### config.mk
export PLATFORM = sky130hd
export DESIGN_NAME = gcd_operand_driver
export DESIGN_NICKNAME = d
export VERILOG_FILES = /design/src/rtl/gcd_operand_driver.sv
export SDC_FILE = /design/constraint.sdc
export NUM_CORES = 1
export LEC_CHECK = 0
export CORE_MARGIN = 2
export CORE_UTILIZATION = 35
export DETAILED_ROUTE_END_ITERATION = 7
export HOLD_SLACK_MARGIN = 0.06
export MAX_ROUTING_LAYER = met4
export SETUP_SLACK_MARGIN = 0.3
export SYNTH_ARGS = -nofsm -noshare
export SYNTH_HDL_FRONTEND = slang
export SYNTH_SLANG_ARGS = --single-unit
### constraint.sdc
create_clock -name clk -period 1.9 [get_ports clk]
set_input_delay 0.285 -clock clk [delete_from_list [all_inputs] [get_ports clk]]
set_output_delay 0.285 -clock clk [all_outputs]
set_load 0.005 [all_outputs]
### src/rtl/gcd_operand_driver.sv
// Requester-side front end for the subtractive GCD core: accepts operand pairs,
// sequences start/A/B onto the shared data bus, and returns the result or a timeout.
module gcd_operand_driver #(
    parameter int WIDTH   = 16,
    parameter int TIMEOUT = 255,
    parameter int CNT_W   = 8
) (
    input  logic             clk,
    input  logic             rst_n,
    input  logic             in_valid,
    output logic             in_ready,
    input  logic [WIDTH-1:0] in_a,
    input  logic [WIDTH-1:0] in_b,
    output logic             out_valid,
    input  logic             out_ready,
    output logic [WIDTH-1:0] out_gcd,
    output logic             out_err,
    output logic             gcd_start,
    output logic [WIDTH-1:0] gcd_data,
    input  logic [WIDTH-1:0] gcd_result,
    input  logic             gcd_done
);

    typedef enum logic [2:0] {
        S_IDLE,
        S_START,
        S_LOAD_A,
        S_LOAD_B,
        S_WAIT,
        S_RESP
    } state_t;

    localparam logic [CNT_W-1:0] CNT_LAST = CNT_W'(TIMEOUT - 1);

    state_t           state_q, state_d;
    logic [WIDTH-1:0] a_q, a_d;
    logic [WIDTH-1:0] b_q, b_d;
    logic [WIDTH-1:0] gcd_q, gcd_d;
    logic [WIDTH-1:0] data_q, data_d;
    logic [CNT_W-1:0] cnt_q, cnt_d;
    logic             valid_q, valid_d;
    logic             err_q, err_d;
    logic             start_q, start_d;

    always_ff @(posedge clk) begin
        if (!rst_n) begin
            state_q <= S_IDLE;
            a_q     <= '0;
            b_q     <= '0;
            gcd_q   <= '0;
            data_q  <= '0;
            cnt_q   <= '0;
            valid_q <= 1'b0;
            err_q   <= 1'b0;
            start_q <= 1'b0;
        end else begin
            state_q <= state_d;
            a_q     <= a_d;
            b_q     <= b_d;
            gcd_q   <= gcd_d;
            data_q  <= data_d;
            cnt_q   <= cnt_d;
            valid_q <= valid_d;
            err_q   <= err_d;
            start_q <= start_d;
        end
    end

    // Outputs are computed for the state being entered, so each register
    // already shows the new state's values in the first cycle of that state.
    always_comb begin
        state_d = state_q;
        a_d     = a_q;
        b_d     = b_q;
        gcd_d   = gcd_q;
        data_d  = data_q;
        cnt_d   = cnt_q;
        valid_d = valid_q;
        err_d   = err_q;
        start_d = 1'b0;

        unique case (state_q)
            S_IDLE: begin
                if (in_valid) begin
                    a_d = in_a;
                    b_d = in_b;
                    if ((in_a != '0) && (in_b != '0)) begin
                        state_d = S_START;
                        start_d = 1'b1;
                        data_d  = in_a;
                    end else begin
                        // The core never terminates on a zero operand; gcd(x,0)=x.
                        state_d = S_RESP;
                        gcd_d   = in_a | in_b;
                        err_d   = 1'b0;
                        valid_d = 1'b1;
                        data_d  = '0;
                    end
                end
            end
            S_START: begin
                state_d = S_LOAD_A;
                data_d  = a_q;
            end
            S_LOAD_A: begin
                state_d = S_LOAD_B;
                data_d  = b_q;
            end
            S_LOAD_B: begin
                state_d = S_WAIT;
                data_d  = b_q;
                cnt_d   = '0;
            end
            S_WAIT: begin
                if (gcd_done) begin
                    state_d = S_RESP;
                    gcd_d   = gcd_result;
                    err_d   = 1'b0;
                    valid_d = 1'b1;
                    data_d  = '0;
                end else if (cnt_q == CNT_LAST) begin
                    state_d = S_RESP;
                    gcd_d   = '0;
                    err_d   = 1'b1;
                    valid_d = 1'b1;
                    data_d  = '0;
                end else begin
                    cnt_d = cnt_q + 1'b1;
                end
            end
            S_RESP: begin
                if (out_ready) begin
                    state_d = S_IDLE;
                    valid_d = 1'b0;
                end
            end
            default: begin
                state_d = S_IDLE;
            end
        endcase
    end

    assign in_ready  = (state_q == S_IDLE);
    assign out_valid = valid_q;
    assign out_gcd   = gcd_q;
    assign out_err   = err_q;
    assign gcd_start = start_q;
    assign gcd_data  = data_q;

endmodule

# After elaboration in Yosys (flattened, before gate mapping)
# Index checks and enable logic that the tools add are counted.
# classes
muxes	29
eq_ne	12
bitwise_logic	1
add_sub_neg	1
n_reduce_logical	16
# ops
operator	n
16-bit 2-to-1 mux	7
16-bit case mux with 4 select lines	1
16-bit case mux with 2 select lines	1
16-bit nonzero test	2
3-bit case mux with 6 select lines	1
8-bit 2-to-1 mux	2
16-bit bitwise OR	1
8-bit case mux with 2 select lines	1
3-bit 2-to-1 mux	5
3-bit AND reduction	4
2-bit != test, second input constant	5
1-bit 2-to-1 mux	9
8-bit by 1-bit adder with 8-bit output, second input constant	1
8-bit == test, second input constant	1
3-bit by 2-bit == test with 1-bit output, second input constant	2
3-bit == test, second input constant	2
5-bit AND reduction	1
4-bit AND reduction	1
2-bit nonzero test	2
4-bit nonzero test	1
3-bit by 1-bit == test with 1-bit output, second input constant	1
3-bit logical NOT	1
3-bit != test, second input constant	1
1-bit case mux with 3 select lines	1
5 further kinds	5
# word_totals
inputBits	53
out_inout_bits	36
register_bits	78

# Logic depth before layout (Yosys ltp)
# depth
depth_word	5
ltp_mapped	8
depth_no_buf	7

# Worst setup path after synthesis
# OpenSTA, ideal clock, no wires.
# synth_path
kind	reg2reg
start	register state_q[1]
end	register gcd_q[10] (netlist: out_gcd[10])
path_stages_with_launch	8
t_required_ns	1.828
setup_slack_ns	0.280
t_arrival_ns	1.548
path_cell_list	dfxtp_1 > buf_6 > nor4b_4 > o21a_2 > nor2_4 > o211ai_4 > buf_12 > mux2i_1
# synth_between
elab_chain_cells	3
elab_cells_between_ends	8
# synth_rtl
element	line	rtl
start, declared	35	state_t state_q, state_d;
start signal, assigned	57	state_q <= state_d;
3-bit == test or 3-bit logical NOT (tied branches)	82	unique case (state_q)
3-bit != test (no source line) (tied with other cells)	-	
4-bit AND reduction (no source line)	-	
end signal, assigned	60	gcd_q <= gcd_d;
end, declared	38	logic [WIDTH-1:0] gcd_q, gcd_d;
# Parallel ways exist; a longest one is shown, timed or not.
# A chain may end at the register's enable or synchronous reset.

# Worst setup path in the final report
# layout_path
start	register state_q[1]
end	register data_q[12] (netlist: gcd_data[12])
# layout_between
elab_chain_cells	4
elab_cells_between_ends	11
# layout_rtl
element	line	rtl
3-bit by 2-bit == test with 1-bit output	82	
2-bit OR reduction (no source line)	-	
4-bit nonzero test (no source line)	-	
3-bit AND reduction (no source line)	-	
end signal, assigned	61	data_q <= data_d;
end, declared	39	logic [WIDTH-1:0] data_q, data_d;
# Parallel ways exist; a longest one is shown, timed or not.

==> results.sh <==
export IMPL_grt_first_pass_wirelength_mm=20.0
export IMPL_drive_gt1_frac=0.406
export IMPL_maxCapViolCount=0
export IMPL_slew_headroom=0.644
export IMPL_p_per_area_nw_per_um2=842
export IMPL_die_h_um=105
export IMPL_grt_usage=0.236
export IMPL_crit_path_frequent_cell="buf_6"
export IMPL_fin_crit_sh=0.980
export IMPL_synth_fp_nets=476
export IMPL_cts_root_buf="clkbuf_8"
export IMPL_synth_distinct_cells=44
export IMPL_rows=36
export IMPL_leakagePower_nw=2.46
export IMPL_drt_initial_drc_count=311
export IMPL_nNetsFinal=639
export IMPL_via_per_inst=5.38
export IMPL_yosys_top_cells_area="dfxtp_1 44%, nand2_1 13%, a21oi_1 7.2%"
export IMPL_hold_violations=0
export IMPL_ctsHoldBuffers=0
export IMPL_syn2layout_area_growth_pct=72.8
export IMPL_worst_slew_pin_slew_ns=0.533
export IMPL_postRouteAntennaNets=0
export IMPL_diodes=0
export IMPL_synthCells=421
export IMPL_cp_max_fo=8
export IMPL_grt_max_degree=34
export IMPL_holdCritPathClass="in2reg"
export IMPL_worstPathArrival_ns=2.15
export IMPL_synth_flop_cell="dfxtp_1"
export IMPL_h_tree_depth=3
export IMPL_insertion_delay_ns=0.35
export IMPL_yosysWarnings=0
export IMPL_hpwlAfterDp_mm=8.19
export IMPL_cp_end_kind="register"
export IMPL_cpPeakStageDelay_ns=0.35
export IMPL_route_detailed_drc=0
export IMPL_cp_slowest_cell="dfxtp_4"
export IMPL_antenna_found_initial=0
export IMPL_yosysTopAreaCellShare=0.439
export IMPL_via_count=3883
export IMPL_synth_seq_cells=78
export IMPL_fin_tns_setup_ns=0
export IMPL_ys_async_sr_fraction=0
export IMPL_cts_tree="done"
export IMPL_ios=89
export IMPL_crit_required_ns=2.19
export IMPL_firstDrtPassIters=5
export IMPL_finalClockSkew_ns=0.0179
export IMPL_clkSlewWorstSetupHoldPaths_ns=0.10
export IMPL_path_cells="buf_6 > buf_6 > nor4b_4 > o21a_4 > buf_6 > nor3_4 > buf_12 > buf_8 > buf_16 > a21oi_2"
export IMPL_fmax_mhz=537
export IMPL_clockBufferDepth=2
export IMPL_io_buffer_count=88
export IMPL_gp_congestion=0.887
export IMPL_finalMaxSlewViolations=0
export IMPL_ys_seq_area_frac=0.439
export IMPL_die_w_um=105
export IMPL_mostFrequentLayoutCell="nand2_1"
export IMPL_setup_viol=0
export IMPL_cts_inserted_buffers=9
export IMPL_worstSetupPathType="reg2reg"
export IMPL_grt_ovfl_total=0
export IMPL_fill_cells=852
export IMPL_die_area_sq_um=11000
export IMPL_grt_pass1_vias=3665
export IMPL_outcome="finished clean"
export IMPL_synth_enable_flop_cells=0
export IMPL_syn_area_sq_um=3560
export IMPL_core_area_sq_um=9820
export IMPL_wire_per_inst_um=18.6
export IMPL_routed_wl_mm=13.4
export IMPL_yosys_area_top_type="dfxtp_1"
export IMPL_finish_utilization=0.627
export IMPL_rsz0062_at_grt="true"
export IMPL_layout_common_cells="92 x nand2_1, 74 x dfxtp_1, 66 x buf_4"
export IMPL_initial_core_util=0.363
export IMPL_cp_start_kind="register"
export IMPL_cts_sinks=78
export IMPL_min_period_ns=1.86
export IMPL_avgSynthCellArea_sq_um=8.46
export IMPL_ir_worst_vdd_v=0.000451
[synth_stat cells, types with 2 or more instances]
cell type / number
nand2_1: 121
dfxtp_1: 78
a21oi_1: 51
o21ai_0: 19
clkbuf_1: 18
a222oi_1: 16
mux2i_1: 16
o311ai_0: 16
nor2_1: 8
nor4_1: 8
buf_2: 6
inv_1: 6
buf_4: 5
nor3_1: 5
a211oi_1: 4
nand3_1: 4
xor2_1: 4
xnor2_1: 3
a211o_1: 2
and2_1: 2
buf_6: 2
ha_1: 2
nand4_1: 2
nor2_4: 2
o2111ai_1: 2
[worst paths after layout]
path | start | to | slack, ns | cells past startpoint
worst max-delay path | state_q[1]$_SDFFE_PN0P_ | gcd_data[12]$_SDFFE_PN0P_ | 0.04 | 10
worst min-delay path | in_a[7] | a_q[7]$_SDFFE_PN0P_ | 0.33 | 4
worst max register to register | state_q[1]$_SDFFE_PN0P_ | gcd_data[12]$_SDFFE_PN0P_ | 0.04 | 10
worst min register to register | out_gcd[2]$_SDFFE_PN0P_ | out_gcd[2]$_SDFFE_PN0P_ | 0.46 | 2
[repair_timing]
item                       CTS  global route
setup endpoints to repair   74            78
pin swaps                   28            63
gates resized for setup    103           126
setup buffers               13            10
gates cloned                 7             1
[per-stage QoR]
step           instances  total power [mW]  hold WS [ns]  setup WS, ns  cell area [sq um]
6_report             722              5.18         0.330        0.0389               6150
5_1_grt              722              5.37         0.338       -0.0117               6150
4_1_cts              711              4.83         0.352         0.103               5660
3_5_place_dp         675              3.24         0.447        -0.477               5020
3_3_place_gp         675              3.23         0.441        -0.460               5020
2_1_floorplan        421              2.56         0.421         0.305               3570
[state kept, by name, summed over array words and instances (netlist names)]
register   cells
a_q           16
b_q           16
gcd_data      16
out_gcd       16
cnt_q          8
state_q        3
gcd_start      1
out_err        1
out_valid      1
[power by group]
part	total, mW	switching, mW	internal, mW
combinational	2.03	0.969	1.06
clock	1.23	0.723	0.502
sequential	1.93	0.125	1.80
total	5.18	1.82	3.36
[final cells by class]
class	count	area (sq um)	share of cell area
sequential	78	1570	0.255
multi-input combinational	304	2350	0.382
clock buffer	9	124	0.0201
clock inverter	7	62.6	0.0102
tap	133	166	0.0270
timing repair buffer	184	1850	0.301
inverter	7	28.8	0.00468
[worst max-delay path, delay by kind of cell (launching register included)]
kind / cells / cell delay [ns]
buffers and inverters: 6 / 0.73
AND/OR/NAND/NOR: 2 / 0.38
flip-flops: 1 / 0.35
AO/OA/AOI/OAI: 2 / 0.34
[cell families (layout without fill, tap and decap cells)]
family / count (synthesis) / count (layout) / synth area share
buffers and inverters: 40 / 207 / 0.0587
AND/OR/NAND/NOR: 159 / 159 / 0.199
XOR/XNOR: 7 / 7 / 0.0172
multiplexers: 16 / 16 / 0.0450
AO/OA/AOI/OAI: 119 / 120 / 0.234
flip-flops: 78 / 78 / 0.439
adder cells (fa/ha/maj): 2 / 2 / 0.00703
[layer usage]
layer,global-route usage,share of wire,vias up
met2,0.342,0.45,144
met5,-,0,-
met4,0.0914,0.025,0
met1,0.328,0.47,1858
li1,-,-,1851
met3,0.0387,0.056,30
(Power assumes the default switching activity.)
